## src/rtl/memshare_pkg.sv

```systemverilog
// Shared types and constants for the memshare shift scheduler.
// Holds the grant FSM state encoding and the requestor index-width helper.
package memshare_pkg;

    typedef enum logic {
        IDLE  = 1'b0,
        GRANT = 1'b1
    } state_e;

    localparam int DEF_SHARE_GROUP_SIZE = 5;

    // A group of one requestor still needs a one-bit index.
    function automatic int idx_w(input int n);
        return (n > 1) ? $clog2(n) : 1;
    endfunction

    localparam int DEF_IDX_W = idx_w(DEF_SHARE_GROUP_SIZE);

endpackage

```

## src/rtl/memshare_flag_fifo.sv

```systemverilog
// Synchronous FIFO that holds request-flag vectors waiting for the grant FSM.
// DEPTH must be a power of two so the pointers wrap naturally.
module memshare_flag_fifo #(
    parameter int WIDTH = 5,
    parameter int DEPTH = 4,
    localparam int AW   = $clog2(DEPTH),
    localparam int CW   = AW + 1
) (
    input  logic             sys_clk,
    input  logic             rstn,
    input  logic             i_push,
    input  logic [WIDTH-1:0] i_din,
    input  logic             i_pop,
    output logic [WIDTH-1:0] o_dout,
    output logic [CW-1:0]    o_count,
    output logic             o_empty
);

    logic [WIDTH-1:0] r_mem [DEPTH];
    logic [AW-1:0]    r_wptr;
    logic [AW-1:0]    r_rptr;
    logic [CW-1:0]    r_count;
    logic             w_push;
    logic             w_pop;

    // Fullness is judged on the registered count, so a same-cycle pop never frees a slot.
    assign w_push = i_push && (r_count != CW'(DEPTH));
    assign w_pop  = i_pop && (r_count != '0);

    always_ff @(posedge sys_clk) begin
        if (!rstn) begin
            r_wptr  <= '0;
            r_rptr  <= '0;
            r_count <= '0;
        end else begin
            if (w_push) r_wptr <= r_wptr + 1'b1;
            if (w_pop)  r_rptr <= r_rptr + 1'b1;
            r_count <= r_count + CW'(w_push) - CW'(w_pop);
        end
    end

    always_ff @(posedge sys_clk) begin
        if (w_push) r_mem[r_wptr] <= i_din;
    end

    assign o_dout  = r_mem[r_rptr];
    assign o_count = r_count;
    assign o_empty = (r_count == '0);

endmodule

```

## src/rtl/memshare_shift_sched.sv

```systemverilog
// Turns queued multi-hot request vectors into one register-file write per set bit,
// lowest index first, with back-to-back vector hand-over and a sticky overflow flag.
module memshare_shift_sched
    import memshare_pkg::*;
#(
    parameter int SHARE_GROUP_SIZE = DEF_SHARE_GROUP_SIZE,
    parameter int FIFO_DEPTH       = 4,
    parameter int RF_DEPTH         = 8,
    localparam int IDX_W           = idx_w(SHARE_GROUP_SIZE),
    localparam int RF_AW           = $clog2(RF_DEPTH),
    localparam int CNT_W           = $clog2(FIFO_DEPTH) + 1
) (
    input  logic                        sys_clk,
    input  logic                        rstn,
    input  logic [SHARE_GROUP_SIZE-1:0] share_rqstFlag_i,
    input  logic                        rqst_valid_i,
    output logic                        rqst_ready_o,
    output logic                        rf_we_o,
    output logic [RF_AW-1:0]            rf_waddr_o,
    output logic [IDX_W-1:0]            rf_wdata_o,
    output logic                        rf_wlast_o,
    input  logic                        rf_full_i,
    output logic                        overflow_o,
    output logic [CNT_W-1:0]            fifo_count_o,
    output state_e                      dbg_state_o
);

    state_e                      r_state;
    state_e                      w_state_nxt;
    logic [SHARE_GROUP_SIZE-1:0] r_work;
    logic [SHARE_GROUP_SIZE-1:0] w_work_nxt;
    logic [RF_AW-1:0]            r_waddr;
    logic                        r_overflow;

    logic                        w_flag_nz;
    logic                        w_push;
    logic                        w_pop;
    logic [SHARE_GROUP_SIZE-1:0] w_head;
    logic [CNT_W-1:0]            w_count;
    logic                        w_empty;
    logic [IDX_W-1:0]            w_idx;
    logic                        w_last;
    logic                        w_we;
    logic                        w_wlast;
    logic [IDX_W-1:0]            w_wdata;

    assign w_flag_nz    = |share_rqstFlag_i;
    assign rqst_ready_o = (w_count < CNT_W'(FIFO_DEPTH));
    assign w_push       = rqst_valid_i && rqst_ready_o && w_flag_nz;

    memshare_flag_fifo #(
        .WIDTH (SHARE_GROUP_SIZE),
        .DEPTH (FIFO_DEPTH)
    ) u_flag_fifo (
        .sys_clk (sys_clk),
        .rstn    (rstn),
        .i_push  (w_push),
        .i_din   (share_rqstFlag_i),
        .i_pop   (w_pop),
        .o_dout  (w_head),
        .o_count (w_count),
        .o_empty (w_empty)
    );

    // Lowest set bit wins: scan from the top so the last hit is the smallest index.
    always_comb begin
        w_idx = '0;
        for (int i = SHARE_GROUP_SIZE - 1; i >= 0; i--) begin
            if (r_work[i]) w_idx = IDX_W'(i);
        end
    end

    assign w_last = (r_work != '0) && ((r_work & (r_work - 1'b1)) == '0);

    always_comb begin
        w_state_nxt = r_state;
        w_work_nxt  = r_work;
        w_pop       = 1'b0;
        w_we        = 1'b0;
        w_wlast     = 1'b0;
        w_wdata     = '0;
        case (r_state)
            IDLE: begin
                if (!w_empty) begin
                    w_pop       = 1'b1;
                    w_work_nxt  = w_head;
                    w_state_nxt = GRANT;
                end
            end
            GRANT: begin
                w_wdata = w_idx;
                // rstn gating keeps a mid-vector reset from writing in its own cycle.
                w_wlast = w_last && rstn;
                w_we    = !rf_full_i && rstn;
                if (w_we) begin
                    w_work_nxt = r_work & ~(SHARE_GROUP_SIZE'(1) << w_idx);
                    if (w_last) begin
                        if (!w_empty) begin
                            w_pop      = 1'b1;
                            w_work_nxt = w_head;
                        end else begin
                            w_state_nxt = IDLE;
                        end
                    end
                end
            end
            default: w_state_nxt = IDLE;
        endcase
    end

    always_ff @(posedge sys_clk) begin
        if (!rstn) begin
            r_state    <= IDLE;
            r_work     <= '0;
            r_waddr    <= '0;
            r_overflow <= 1'b0;
        end else begin
            r_state <= w_state_nxt;
            r_work  <= w_work_nxt;
            if (w_we) r_waddr <= r_waddr + 1'b1;
            if (rqst_valid_i && !rqst_ready_o && w_flag_nz) r_overflow <= 1'b1;
        end
    end

    assign rf_we_o      = w_we;
    assign rf_wlast_o   = w_wlast;
    assign rf_wdata_o   = w_wdata;
    assign rf_waddr_o   = r_waddr;
    assign overflow_o   = r_overflow;
    assign fifo_count_o = w_count;
    assign dbg_state_o  = r_state;

endmodule
```

## config.mk

```make
export PLATFORM = sky130hd
export DESIGN_NAME = memshare_shift_sched
export DESIGN_NICKNAME = d
export VERILOG_FILES = /design/src/rtl/memshare_pkg.sv /design/src/rtl/memshare_flag_fifo.sv /design/src/rtl/memshare_shift_sched.sv
export SDC_FILE = /design/constraint.sdc
export NUM_CORES = 1
export LEC_CHECK = 0
export ABC_CLOCK_PERIOD_IN_PS = 3400
export BUFFER_PORTS_ARGS = -buffer_cell sky130_fd_sc_hd__clkbuf_2
export CAP_MARGIN = 20
export CORE_ASPECT_RATIO = 1.5
export CORE_MARGIN = 5
export CORE_UTILIZATION = 45
export DETAILED_ROUTE_END_ITERATION = 10
export PLACE_DENSITY = 0.67
export SETUP_SLACK_MARGIN = 0.1
export SLEW_MARGIN = 20
export SYNTH_ARGS = -nofsm -noshare
export SYNTH_HDL_FRONTEND = slang
export SYNTH_HIERARCHICAL = 1
export SYNTH_SLANG_ARGS = --single-unit
```

## constraint.sdc

```tcl
create_clock -name sys_clk -period 3.4 [get_ports sys_clk]
set_clock_uncertainty 0.15 [all_clocks]
set_input_delay 0.68 -clock sys_clk [delete_from_list [all_inputs] [get_ports sys_clk]]
set_output_delay 0.68 -clock sys_clk [all_outputs]
set_load 0.02 [all_outputs]
```

==> run_results.csv <==
group,metric,value,unit
die,start_util,0.465,
timing,setup_tns,0,ps
route,wl,3.40,mm
global_routing,antenna_found_initial,0,
clock_tree,root_buffer,"clkbuf_8",
setup_path,crit_required,3440,ps
power,irDropWorstVdd,456,uV
logic_synthesis,yosysTopAreaCell,"edfxtp_1",
setup_path,cp_data_arrival_time,3150,ps
global_routing,grt_pass1_vias,1256,
status,status,"completed",
setup_path,r2r-end,"u_flag_fifo/o_count[2]$_SDFF_PN0_",
route,viasPerCell,5.38,
logic_synthesis,yosys-top-cells-area,"edfxtp_1 33%, dfxtp_1 21%, mux4_2 6.2%",
hold_path,worstHoldEndpoint,"overflow_o$_SDFFE_PN0P_",
setup_path,worstPathCellList,"or4b_4 -> o41a_1 -> o41ai_2 -> nor2b_2 -> ha_1 -> inv_1 -> ha_1 -> inv_1 -> fa_1 -> xnor2_1 -> xnor2_1 -> and2_1",
clock_tree,clk_latency,290,ps
final_layout,diodes,0,
logic_synthesis,synth_flop_cell,"edfxtp_1",
timing,slew_violations,0,
setup_path,worst-setup-path-type,"reg2reg",
die,core-area,3920,sq um
setup_path,crit_fanout,9,
final_layout,final_util,0.523,
setup_path,cp-startpoint,"r_work[0]$_SDFFE_PN0P_",
timing,fin_crit_sh,0.916,
job,drv_cap,0,
clock_tree,hold_buffers,0,
die,die_y,88.0,um
logic_synthesis,async_reset_ff_frac,0,
logic_synthesis,seq_area_frac_synth,0.538,
die,fp-row-count,28,
global_routing,grt_max_degree,27,
route,drcViolationCount,0,
logic_synthesis,synth_edf_count,20,
timing,finalHoldViolations,0,
final_layout,drive_gt1_frac,0.263,
placed_design,dp_hpwl,2.52,mm
power,pwr_density_cell,801,nW/um^2
setup_path,crit_buf_inv,2,
setup_path,critical_path.top_delay_family,"simple AND/OR/NAND/NOR gates",
setup_path,slowest_stage,"or4b_4",
setup_path,worstSetupEndpointType,"flip-flop",
final_layout,fin_nets,191,
final_layout,fillers,376,
route,final_antenna_net_count,0,
placed_design,portBuffers,22,
route,dr.first_iter.drc_count,59,
timing,worst_pin_slew,342,ps
global_routing,grt_overflow,0,
route,post_drt_wl_per_cell,15.4,um
clock_tree,post_cts_buffers,0,
clock_tree,numCtsBuffers,5,
clock_tree,clk_pin_slew_worst_paths,80,ps
setup_path,r2r_cells,12,
route,vias,1184,
setup_path,start_kind,"flip-flop",
die,die_x,62.0,um
power,leakagePower,0.000810,uW
timing,rsz0062_at_grt,"no",
setup_path,max_stage_delay,560,ps
die,io_pins,23,
final_layout,fin_cells,220,
power,sw_frac_of_total,0.372,
final_layout,area_delta_synth_final,12.6,%
placed_design,dp_cells,212,
hold_path,hold_path_depth,1,
timing,setup_viol,0,
hold_path,min_from,"overflow_o$_SDFFE_PN0P_",
clock_tree,cts_resized,0,
final_layout,layout_common_cells,"22 x clkbuf_2, 20 x edfxtp_1, 19 x dfxtp_1",
power,p_sw,613,uW
logic_synthesis,synth-seq-cells,39,
die,design.die.area,5450,sq um
logic_synthesis,avgSynthCellArea,12.3,sq um
clock_tree,cts_sinks,39,
logic_synthesis,syn_inst,148,
final_layout,layout_commonest_cell,"clkbuf_2",
global_routing,grt_pass1_wl,5.58,mm
power,seqPwrFrac,0.440,
power,internal-power,1030,uW
power,p_comb_frac,0.376,
clock_tree,cts_max_level,2,
route,dr.pass1.iters,4,
logic_synthesis,synth_top_area_frac,0.329,
global_routing,grt_use_total,0.141,
power,clkPwrFrac,0.184,
logic_synthesis,syn_area,1820,sq um
setup_path,r2r_slack,290,ps
hold_path,holdCritPathClass,"reg2reg",
logic_synthesis,synth_cell_type_count,42,
placed_design,place.gp.congestion,0.846,
clock_tree,tritoncts,"built",
logic_synthesis,yosys_warnings,6,
timing,fmax,321,MHz
setup_path,r2r-start,"r_work[0]$_SDFFE_PN0P_",
timing,relSlewSlack,0.770,
clock_tree,cts_buffer_depth,2,
logic_synthesis,syn_nets,165,
timing,fin_crit,3110,ps
power groups by stage:
stage | clock [uW] | combinational (uW) | sequential (uW)
final | 302 | 619 | 724
after global routing | 339 | 696 | 741
after CTS | 317 | 623 | 724
after detailed placement | 0 | 619 | 734
after global placement | 0 | 598 | 724
after floorplan | 0 | 493 | 707
worst max-delay path by stage:
stage	cells after the start	endpoint
final	12	u_flag_fifo/o_count[2]$_SDFF_PN0_
after global routing	12	u_flag_fifo/o_count[2]$_SDFF_PN0_
after CTS	12	u_flag_fifo/o_count[2]$_SDFF_PN0_
after detailed placement	13	u_flag_fifo/o_count[2]$_SDFF_PN0_
after global placement	13	u_flag_fifo/o_count[2]$_SDFF_PN0_
after floorplan	12	u_flag_fifo/o_count[2]$_SDFF_PN0_
through the flow:
step                hold WS [ps]  area (sq um)  setup WS, ps  total power [uW]
floorplan                    306          1820           158              1200
global placement             307          1960           235              1320
detailed placement           322          1960           169              1350
CTS                          340          2050           242              1660
global route                 351          2050           151              1780
finish                       335          2050           287              1650
Yosys cell counts, types with 2 or more instances:
master,instances
edfxtp_1,20
inv_1,10
mux4_2,5
a21oi_1,2
nand3_1,4
a31o_1,3
dfxtp_1,19
nor2_1,8
mux2i_1,4
xnor2_1,4
nand2_1,16
ha_1,7
nor2b_1,2
buf_6,3
nor4b_1,2
o21ai_0,6
and2_1,8
state kept, by name, indices dropped and copies added, names as in the netlist, named ones only:
register,cells
dbg_state_o,1
overflow_o,1
r_work,5
rf_waddr_o,3
u_flag_fifo/o_count,3
u_flag_fifo/r_mem,20
u_flag_fifo/r_rptr,2
u_flag_fifo/r_wptr,2
cell type report:
type                            count  area [sq um]  share of cell area
Clock buffer                        5          68.8              0.0335
Sequential cell                    39           981               0.478
Timing Repair Buffer               25           133              0.0646
Inverter                           10          37.5              0.0183
Clock inverter                      3          20.0             0.00975
Tap cell                           45          56.3              0.0274
Multi-Input combinational cell     93           757               0.369
kinds of logic after synthesis:
| kind of cell | synth area share |
|---|---|
| buffers and inverters | 0.0480 |
| adders and majority gates | 0.0590 |
| xor gates and xnor gates | 0.0240 |
| DFF | 0.538 |
| AOI/OAI and AO/OA | 0.0858 |
| muxes | 0.0837 |
| and+or+nand+nor | 0.161 |
worst reg2reg max path: stages, from the launching register on:
cell,delay [ps]
dfxtp_1,400
or4b_4,560
o41a_1,330
o41ai_2,60
nor2b_2,240
ha_1,240
inv_1,60
ha_1,130
inv_1,50
fa_1,370
xnor2_1,150
xnor2_1,130
and2_1,160
layer usage:
layer,vias to the layer above,track usage,wire length [um]
li1,579,-,-
met1,567,0.139,1330
met2,31,0.256,1870
met3,7,0.0413,127
met4,0,0.0656,72
met5,-,0,0
No activity file was read; power rests on OpenSTA's default activity.
